==> src/rtl/legv8_pkg.sv <==
// legv8_pkg
// Shared LEGv8 encoding constants: operation enum, R/D 11-bit opcodes,
// CB 8-bit and B 6-bit opcodes, immediate field widths, the loader state
// enum and an immediate range helper. The opcode values are the same ones
// the Controller decodes, so encoder and decoder cannot drift apart.
package legv8_pkg;

  typedef enum logic [2:0] {
    OP_ADD  = 3'd0,
    OP_SUB  = 3'd1,
    OP_AND  = 3'd2,
    OP_ORR  = 3'd3,
    OP_LDUR = 3'd4,
    OP_STUR = 3'd5,
    OP_CBZ  = 3'd6,
    OP_B    = 3'd7
  } op_e;

  // Instruction word bits [31:21] for R and D formats
  localparam logic [10:0] OPC_ADD  = 11'b10001011000;
  localparam logic [10:0] OPC_SUB  = 11'b11001011000;
  localparam logic [10:0] OPC_AND  = 11'b10001010000;
  localparam logic [10:0] OPC_ORR  = 11'b10101010000;
  localparam logic [10:0] OPC_LDUR = 11'b11111000010;
  localparam logic [10:0] OPC_STUR = 11'b11111000000;
  // CB opcode occupies [31:24], B opcode occupies [31:26]
  localparam logic [7:0]  OPC_CBZ  = 8'b10110100;
  localparam logic [5:0]  OPC_B    = 6'b000101;

  // Signed immediate field widths (word offsets for CB/B)
  localparam int unsigned DT_IMM_W = 9;
  localparam int unsigned CB_IMM_W = 19;

  typedef enum logic [1:0] {
    ST_IDLE = 2'd0,
    ST_LOAD = 2'd1,
    ST_DONE = 2'd2,
    ST_FULL = 2'd3
  } load_state_e;

  // True when imm equals the sign-extension of its low n bits: every bit
  // from n-1 upward must be identical, so an arithmetic shift by n-1
  // leaves either all zeros or all ones.
  function automatic logic imm_fits(logic [25:0] imm, int unsigned n);
    logic signed [25:0] hi;
    hi = $signed(imm) >>> (n - 1);
    return (hi == '0) || (hi == '1);
  endfunction

endpackage

==> src/rtl/instr_encoder_loader_if.sv <==
// instr_encoder_loader_if
// Bundles the field-bundle stream (start, valid/ready, op and fields),
// the instruction-memory write port and the load status flags.
//   master : producer of field bundles / consumer of memory writes (bench, boot logic)
//   slave  : the encoder-loader itself
// ADDR_W must match the ADDR_W of the attached instr_encoder_loader.
interface instr_encoder_loader_if #(
  parameter int ADDR_W = 8
);
  logic              start;
  logic              in_valid;
  logic              in_ready;
  logic [2:0]        in_op;
  logic [4:0]        in_rd;
  logic [4:0]        in_rn;
  logic [4:0]        in_rm;
  logic [25:0]       in_imm;
  logic              in_last;
  logic              imem_we;
  logic [ADDR_W-1:0] imem_addr;
  logic [31:0]       imem_wdata;
  logic [ADDR_W-1:0] count;
  logic              done;
  logic              err_range;
  logic              err_full;

  modport master (
    output start, in_valid, in_op, in_rd, in_rn, in_rm, in_imm, in_last,
    input  in_ready, imem_we, imem_addr, imem_wdata, count, done, err_range, err_full
  );

  modport slave (
    input  start, in_valid, in_op, in_rd, in_rn, in_rm, in_imm, in_last,
    output in_ready, imem_we, imem_addr, imem_wdata, count, done, err_range, err_full
  );
endinterface

==> src/rtl/instr_field_packer.sv <==
// instr_field_packer
// Combinational LEGv8 encoder: packs op + register fields + immediate into
// a 32-bit machine word and reports whether the immediate fits its field.
//   op       : operation to encode
//   rd/rn/rm : Rd/Rt, Rn, Rm register numbers
//   imm      : signed immediate (DT 9b, CB 19b, B 26b)
//   word     : encoded instruction
//   range_ok : immediate fits (always 1 for R-type and B)
module instr_field_packer
  import legv8_pkg::*;
(
  input  op_e         op,
  input  logic [4:0]  rd,
  input  logic [4:0]  rn,
  input  logic [4:0]  rm,
  input  logic [25:0] imm,
  output logic [31:0] word,
  output logic        range_ok
);

  always_comb begin
    // NOTE: every output gets a value before the case so no path leaves it
    // unassigned, which would otherwise infer a latch.
    word     = '0;
    range_ok = 1'b1;
    case (op)
      OP_ADD:  word = {OPC_ADD, rm, 6'b0, rn, rd};
      OP_SUB:  word = {OPC_SUB, rm, 6'b0, rn, rd};
      OP_AND:  word = {OPC_AND, rm, 6'b0, rn, rd};
      OP_ORR:  word = {OPC_ORR, rm, 6'b0, rn, rd};
      OP_LDUR: begin
        word     = {OPC_LDUR, imm[8:0], 2'b00, rn, rd};
        range_ok = imm_fits(imm, DT_IMM_W);
      end
      OP_STUR: begin
        word     = {OPC_STUR, imm[8:0], 2'b00, rn, rd};
        range_ok = imm_fits(imm, DT_IMM_W);
      end
      OP_CBZ: begin
        word     = {OPC_CBZ, imm[18:0], rd};
        range_ok = imm_fits(imm, CB_IMM_W);
      end
      // B uses the full 26-bit immediate, so it always fits
      OP_B:    word = {OPC_B, imm};
      default: ;
    endcase
  end

endmodule

==> src/rtl/instr_encoder_loader.sv <==
// instr_encoder_loader
// Accepts decoded LEGv8 field bundles over a valid/ready stream, encodes
// them and writes the words to consecutive instruction-memory locations.
//   clk   : rising-edge clock
//   reset : synchronous, active-high
//   bus   : stream in, imem write port out, count/done/err flags out
// A bundle accepted at edge N is written during cycle N+1 at the current
// imem_addr; address and count advance at the end of that write cycle.
module instr_encoder_loader
  import legv8_pkg::*;
#(
  parameter int IMEM_WORDS = 64,
  parameter int ADDR_W     = 8
) (
  input logic                   clk,
  input logic                   reset,
  instr_encoder_loader_if.slave bus
);

  load_state_e       state_q, state_d;
  logic              we_q, we_d;
  logic [31:0]       wdata_q, wdata_d;
  logic [ADDR_W-1:0] addr_q, addr_d;
  logic [ADDR_W-1:0] count_q, count_d;
  logic              done_q, done_d;
  logic              err_range_q, err_range_d;
  logic              err_full_q, err_full_d;

  logic [31:0]       word;
  logic              range_ok;
  logic              accept;
  logic              final_word;

  instr_field_packer u_packer (
    .op       (op_e'(bus.in_op)),
    .rd       (bus.in_rd),
    .rn       (bus.in_rn),
    .rm       (bus.in_rm),
    .imm      (bus.in_imm),
    .word     (word),
    .range_ok (range_ok)
  );

  // start wins over a bundle presented in the same cycle
  assign accept = (state_q == ST_LOAD) && bus.in_valid && !bus.start;

  // Words already committed = count plus the write still in flight; this
  // bundle fills memory when that total is one short of capacity.
  assign final_word = (count_q + ADDR_W'(we_q)) == ADDR_W'(IMEM_WORDS - 1);

  always_comb begin
    state_d     = state_q;
    we_d        = 1'b0;
    wdata_d     = wdata_q;
    addr_d      = addr_q;
    count_d     = count_q;
    done_d      = done_q;
    err_range_d = err_range_q;
    err_full_d  = err_full_q;

    // Retire the write that is on the bus this cycle
    if (we_q) begin
      addr_d  = addr_q + ADDR_W'(4);
      count_d = count_q + ADDR_W'(1);
    end

    if (bus.start) begin
      state_d     = ST_LOAD;
      addr_d      = '0;
      count_d     = '0;
      done_d      = 1'b0;
      err_range_d = 1'b0;
      err_full_d  = 1'b0;
    end else begin
      case (state_q)
        ST_LOAD: begin
          if (accept) begin
            if (!range_ok) begin
              err_range_d = 1'b1;
            end else begin
              we_d    = 1'b1;
              wdata_d = word;
              // Leave LOAD at the accept edge so in_ready drops during the write
              if (bus.in_last) begin
                state_d = ST_DONE;
                done_d  = 1'b1;
              end else if (final_word) begin
                state_d    = ST_FULL;
                err_full_d = 1'b1;
              end
            end
          end
        end
        default: ;  // IDLE, DONE, FULL wait for start
      endcase
    end
  end

  always_ff @(posedge clk) begin
    // NOTE: state registers use non-blocking assignments so every flop
    // samples the values from before this edge.
    if (reset) begin
      state_q     <= ST_IDLE;
      we_q        <= 1'b0;
      wdata_q     <= '0;
      addr_q      <= '0;
      count_q     <= '0;
      done_q      <= 1'b0;
      err_range_q <= 1'b0;
      err_full_q  <= 1'b0;
    end else begin
      state_q     <= state_d;
      we_q        <= we_d;
      wdata_q     <= wdata_d;
      addr_q      <= addr_d;
      count_q     <= count_d;
      done_q      <= done_d;
      err_range_q <= err_range_d;
      err_full_q  <= err_full_d;
    end
  end

  assign bus.in_ready   = (state_q == ST_LOAD);
  assign bus.imem_we    = we_q;
  assign bus.imem_addr  = addr_q;
  assign bus.imem_wdata = wdata_q;
  assign bus.count      = count_q;
  assign bus.done       = done_q;
  assign bus.err_range  = err_range_q;
  assign bus.err_full   = err_full_q;

endmodule

==> src/flat_wrapper.sv <==
// flat-port wrapper written by rule: the top's interface ports become plain ports
module instr_encoder_loader_flat import legv8_pkg::*;
#(
  parameter int IMEM_WORDS = 64,
  parameter int ADDR_W     = 8
)
  (clk, reset, bus_start, bus_in_valid, bus_in_op, bus_in_rd, bus_in_rn, bus_in_rm, bus_in_imm, bus_in_last, bus_in_ready, bus_imem_we, bus_imem_addr, bus_imem_wdata, bus_count, bus_done, bus_err_range, bus_err_full);
  instr_encoder_loader_if #(.ADDR_W(ADDR_W)) bus_i ();
  input logic clk;
  input logic reset;
  input wire logic [$bits(bus_i.start)-1:0] bus_start;
  input wire logic [$bits(bus_i.in_valid)-1:0] bus_in_valid;
  input wire logic [$bits(bus_i.in_op)-1:0] bus_in_op;
  input wire logic [$bits(bus_i.in_rd)-1:0] bus_in_rd;
  input wire logic [$bits(bus_i.in_rn)-1:0] bus_in_rn;
  input wire logic [$bits(bus_i.in_rm)-1:0] bus_in_rm;
  input wire logic [$bits(bus_i.in_imm)-1:0] bus_in_imm;
  input wire logic [$bits(bus_i.in_last)-1:0] bus_in_last;
  output wire logic [$bits(bus_i.in_ready)-1:0] bus_in_ready;
  output wire logic [$bits(bus_i.imem_we)-1:0] bus_imem_we;
  output wire logic [$bits(bus_i.imem_addr)-1:0] bus_imem_addr;
  output wire logic [$bits(bus_i.imem_wdata)-1:0] bus_imem_wdata;
  output wire logic [$bits(bus_i.count)-1:0] bus_count;
  output wire logic [$bits(bus_i.done)-1:0] bus_done;
  output wire logic [$bits(bus_i.err_range)-1:0] bus_err_range;
  output wire logic [$bits(bus_i.err_full)-1:0] bus_err_full;
  assign bus_i.start = bus_start;
  assign bus_i.in_valid = bus_in_valid;
  assign bus_i.in_op = bus_in_op;
  assign bus_i.in_rd = bus_in_rd;
  assign bus_i.in_rn = bus_in_rn;
  assign bus_i.in_rm = bus_in_rm;
  assign bus_i.in_imm = bus_in_imm;
  assign bus_i.in_last = bus_in_last;
  assign bus_in_ready = bus_i.in_ready;
  assign bus_imem_we = bus_i.imem_we;
  assign bus_imem_addr = bus_i.imem_addr;
  assign bus_imem_wdata = bus_i.imem_wdata;
  assign bus_count = bus_i.count;
  assign bus_done = bus_i.done;
  assign bus_err_range = bus_i.err_range;
  assign bus_err_full = bus_i.err_full;
  instr_encoder_loader #(.IMEM_WORDS(IMEM_WORDS), .ADDR_W(ADDR_W)) u_core (.clk(clk), .reset(reset), .bus(bus_i));
endmodule
==> config.mk <==
export PLATFORM = sky130hd
export DESIGN_NAME = instr_encoder_loader_flat
export DESIGN_NICKNAME = d
export VERILOG_FILES = /design/src/rtl/legv8_pkg.sv /design/src/rtl/instr_encoder_loader_if.sv /design/src/rtl/instr_field_packer.sv /design/src/rtl/instr_encoder_loader.sv /design/src/flat_wrapper.sv
export SDC_FILE = /design/constraint.sdc
export NUM_CORES = 1
export LEC_CHECK = 0
export ABC_AREA = 1
export CORE_MARGIN = 4
export CORE_UTILIZATION = 55
export CTS_BUF_LIST = sky130_fd_sc_hd__clkbuf_8
export CTS_CLUSTER_DIAMETER = 80
export DETAILED_ROUTE_END_ITERATION = 10
export DONT_BUFFER_PORTS = 1
export GPL_TIMING_DRIVEN = 0
export HOLD_SLACK_MARGIN = 0.05
export PLACE_DENSITY = 0.69
export SKIP_LAST_GASP = 1
export SYNTH_ARGS = -nofsm -noshare
export SYNTH_HDL_FRONTEND = slang
export SYNTH_HIERARCHICAL = 1
export SYNTH_SLANG_ARGS = --single-unit
==> constraint.sdc <==
create_clock -name clk -period 3.6 [get_ports clk]
set_input_delay 0.72 -clock clk [delete_from_list [all_inputs] [get_ports clk]]
set_output_delay 0.72 -clock clk [all_outputs]
set_load 0.03 [all_outputs]
After elaboration in Yosys (flattened, before gate mapping)
Cells that the tools add are included.
- latch bits: 0
- flip-flop bits (word level): 54
- memory bits (writable): 0
- output and inout bits: 53
- ROM bits: 0
- input bits: 49
- memories kept: 0
- word-level logic and storage cells: 59
- div/mod/pow operators: 0
- multipliers: 0
- multiplexer cells: 9
- reductions and logical operators: 22
- magnitude comparators: 0
- bitwise gates (word level): 5
- add/sub/neg operators: 3
- equal/unequal tests: 11
- shift operators: 0
- operator list (kind ; count):
    $pmux 32 s8 ; 1
    $eq 26x26->1 const B ; 2
    $logic_not 26->1 ; 2
    $reduce_and 4->1 ; 4
    $eq 3x3->1 const B ; 4
    $add 8x1->8 ; 1
    $add 8x1->8 const B ; 1
    $add 8x3->8 const B ; 1
    $eq 8x6->1 const B ; 1
    $reduce_bool 2->1 ; 4
    $eq 3x2->1 const B ; 2
    $mux 1 ; 5
    $not 1->1 ; 5
    $reduce_and 5->1 ; 1
    $mux 2 ; 2
    $reduce_or 2->1 ; 2
    $reduce_or 4->1 ; 1
    $eq 3x1->1 const B ; 1
    $logic_not 3->1 ; 1
    $reduce_and 3->1 ; 1
    $reduce_bool 3->1 ; 1
    $eq 2x1->1 const B ; 1
    $logic_and 1x1->1 ; 2
    $logic_or 1x1->1 ; 2
    other kinds (2) ; 2

Longest topological paths before layout
- word-level depth: 8
- gate-level depth with buffers: 12
- mapped depth without buffers: 11

By module
Netlist, hierarchy kept.
- modules (own cells, without submodules) (module ; instances ; area each (um^2) ; cells each ; seq. area each (um^2)):
    instr_encoder_loader ; 1 ; 2026.9 ; 261 ; 1041.0
    instr_field_packer ; 1 ; 645.6 ; 134 ; 0.0

Worst setup path after synthesis
Ideal clock, no wire load.
- kind: input-to-reg
- from: input port bus_in_imm[23]
- to: register u_core.wdata_q[15] (netlist: u_core/bus.imem_wdata[15])
- path buffers: 1
- arrival time: 1828 ps
- stages on the path: 11
- data required time: 3484 ps
- setup slack: 1656 ps
- setup time: 116 ps
- cells stage by stage: nor2_1 -> nand2_1 -> o21ai_0 -> nand2_1 -> nand3_1 -> nand4_2 -> nor2_4 -> inv_2 -> buf_6 -> nor2_1 -> nor2_1
- longest elaborated chain between the ends: 4
- elaborated cells between the ends (all ways): 8
- classes of those cells: 2 x eq/ne; 1 x mux; 5 x reduce/logical
- RTL lines (item ; RTL line ; text):
    start, declared ; flat_wrapper.sv:17 ; input wire logic [$bits(bus_i.in_imm)-1:0] bus_in_imm;
    $eq 26x26->1 or $logic_not 26->1 (tied branches) ; legv8_pkg.sv:47 ; return (hi == '0) || (hi == '1);
    $logic_or 1x1->1 ; legv8_pkg.sv:47 ;
    $pmux 1 s2 * ; instr_field_packer.sv:26 ; case (op)
    net u_core.range_ok ; instr_encoder_loader.sv:30 ; logic range_ok;
    $reduce_and 4->1 (no line) * ; n/a ;
    end signal, assigned ; instr_encoder_loader.sv:114 ; wdata_q <= wdata_d;
    end, declared ; instr_encoder_loader.sv:22 ; logic [31:0] wdata_q, wdata_d;
Mark *: on every way through the listed nets, which the timed path passes. The rest lies on a longest branch.
A chain may end at the register's enable or synchronous reset.

Worst setup path after layout
- from: register u_core.state_q[0]
- to: output port bus_in_ready
- longest elaborated chain between the ends: 1
- RTL lines (item ; RTL line ; text):
    start, declared ; instr_encoder_loader.sv:20 ; load_state_e state_q, state_d;
    start signal, assigned ; instr_encoder_loader.sv:112 ; state_q <= state_d;
    $eq 2x1->1 ; instr_encoder_loader.sv:123 ; assign bus.in_ready = (state_q == ST_LOAD);
    end, declared ; flat_wrapper.sv:19 ; output wire logic [$bits(bus_i.in_ready)-1:0] bus_in_ready;
No other way between the ends.

==> run metrics <==
H-tree depth 2; Sw Ratio between 20% and 30%; fmax around 0.52 GHz; Synth Warn # 6; cell area after synthesis around 2700 sq um; vias around 2.5k; Die ar. 6040 sq um; placed instance count 463; share of layout cells above drive strength 1 about 8.7%; Final Critical Period 1.94 ns; slowest stage delay, CP 0.49 ns; Mapped Cells about 400; core area about 4700 sq um; vias in the first global route around 2.4k; Reg power frac around three fifths; post-route insts no fill ~470; gr ovfl total 0; Final setup viols 0; clock tree sinks between 50 and 60; DRC 0; Setup TNS 0 ns; WL per Instance about 15 um; Slew Limit Fails 0; part of the cycle the worst path needs 53.8%; Post-Syn Area per Cell 6.77 sq um; Clk pin slew, worst setup/hold paths 0.10 ns; Rel. slew slack 56.8%; Hold Fails Final Rpt 0; largest net degree at the start of global routing 18; max cap viols 0; worst hold path type in -> reg; DRT Wirelength 7.16 mm; buffers and inverters on the worst path 1; DR iter-0 viols 150; Cell Pwr Density 373 nW/um^2; # IOs around 100; Worst Skew ~0.0052 ns; CTS tree yes; crit-path max FO 3; GPL Wtd Cong just under 0.9; LEAKAGE 1.27 nW; Rows 25; slowest CP cell nor2_1; Clock Power Share 31.8%; Max VDD drop ~0.18 mV; crit-path cells inv_1 > nor2_1; run status completed; GRT Util Overall around 24%; antenna violations before repair 0; area grow syn2layout 6.69%; drt pass-1 iters 7; first-pass GRT wire length approximately 12 mm; internal power 765 uW; CTS Buf Count 5; commonest cells after routing, fill and taps aside nor2_1, nand2_1, dfxtp_1; Yosys cell types 31; synthesized flop and latch total 52; vias per inst between 5 and 6; # Post-CTS Setup Buffers 0; critical path capture point type output pin; # port buffers 0; Crit path arrival time roughly 1.2 ns; Initial Util 56.6%; most common cell after layout, fill and taps aside nor2_1; NetSw approximately 300 uW; startpoint types register; DIE HEIGHT 77.7 um; Chip Width 77.7 um; RSZ-0062 raised after global routing no; clock buffer depth 2; Seq/Total Area, Yosys slightly below 40%; fin nets 456; Fill cells 482; clk_lat worst skew 0.30 ns; Root Buffer clkbuf_8; Top Family by Delay on Critical Path simple AND/OR/NAND/NOR gates; post-DP HPWL roughly 5.5 mm; Comb power frac roughly a tenth; post-CTS sizing 0; ANT nets after route 0; Antenna Cells 0; critical path type reg -> out; Post-CTS Hold Buffers 0; WP data required between 2 and 3 ns; measured slew at the worst slew-check pin about 0.64 ns
## cell type report
cell class              count  area, sq um  area share [%]
plain buffers              17          124            4.34
flip-flops and latches     52         1040            36.5
inverters                  28          105            3.69
clock buffers               5         68.8            2.41
multi-input cells         299         1410            49.3
clock inverters             3         22.5           0.790
well taps                  67         83.8            2.94
## power by group through the flow
stage / Sequential, mW / Combinational [mW] / Clock, mW
global route: 0.624 / 0.118 / 0.380
finish: 0.622 / 0.105 / 0.338
CTS: 0.622 / 0.104 / 0.349
floorplan: 0.632 / 0.0835 / 0
global placement: 0.635 / 0.102 / 0
detailed placement: 0.635 / 0.103 / 0
## worst register-to-register path, stage by stage (launching register included)
cell and delay [ns]:
dfxtp_1 0.46, ha_1 0.30, ha_1 0.27, nand2_1 0.05, inv_1 0.05, nand2_1 0.04, nor2_1 0.14, nand4_1 0.14
a21oi_1 0.15
## registers in the layout, indices dropped and copies added, names as in the netlist
register	count
u_core/bus.imem_wdata	32
u_core/bus.count	8
u_core/bus.imem_addr	6
u_core/state_q	2
u_core/bus.done	1
u_core/bus.err_full	1
u_core/bus.err_range	1
u_core/bus.imem_we	1
## metal layers
metal / GRT usage [%] / share of wire (%)
met5: 0 / 0
met4: 6.41 / 0.66
met3: 10.2 / 12
met2: 38.4 / 44
met1: 30.2 / 43
## final timing paths
path                           start                  to  slack [ns]  cells after the start
hold / removal                 reset  u_core/bus.imem_we        0.47                      1
hold reg to reg    u_core/state_q[1]   u_core/state_q[1]        0.55                      2
setup / recovery   u_core/state_q[0]        bus_in_ready        1.66                      2
setup reg to reg  u_core/bus.imem_we   u_core/state_q[1]        1.93                      8
## cell usage after synthesis (all sizes together)
| master | count | area [sq um] |
|---|---|---|
| clkbuf | 6 | 25.0 |
| a22oi | 4 | 30.0 |
| or2 | 1 | 6.26 |
| nand2 | 89 | 342 |
| o21a | 2 | 15.0 |
| a21oi | 14 | 70.1 |
| o22ai | 2 | 12.5 |
| o221ai | 1 | 8.76 |
| o211ai | 4 | 40.0 |
| o21ai | 43 | 215 |
| conb | 1 | 3.75 |
| and3 | 2 | 12.5 |
| nand3 | 8 | 40.0 |
| xor2 | 1 | 8.76 |
| ha | 4 | 50.1 |
| dfxtp | 52 | 1040 |
| inv | 28 | 105 |
| nor3 | 7 | 35.0 |
| nand4 | 7 | 50.1 |
| a22o | 1 | 8.76 |
| o2111ai | 3 | 26.3 |
| nor2 | 104 | 428 |
| buf | 11 | 98.8 |
## stage by stage
| stage | power, mW | setup WS [ns] | util [%] | hold WS, ns | instance area [sq um] |
|---|---|---|---|---|---|
| 2_1_floorplan | 0.716 | 1.66 | - | 0.501 | 2680 |
| 3_3_place_gp | 0.737 | 1.40 | 58.4 | 0.518 | 2760 |
| 3_5_place_dp | 0.738 | 1.38 | 58.4 | 0.541 | 2760 |
| 4_1_cts | 1.07 | 1.65 | 60.4 | 0.461 | 2850 |
| 5_1_grt | 1.12 | 1.53 | 60.4 | 0.457 | 2850 |
| 6_report | 1.06 | 1.66 | 60.4 | 0.471 | 2850 |
## cell families after synthesis
kind of cell,Yosys count,share of synthesized area (%)
AND/OR/NAND/NOR,218,34.2
AO/OA/AOI/OAI,74,16.0
flip-flops,52,39.0
buffers and inverters,45,8.57
adder cells (fa/ha/maj),4,1.87
XOR/XNOR,1,0.328
other,1,0.140
Power figures use the tool's default switching activity.
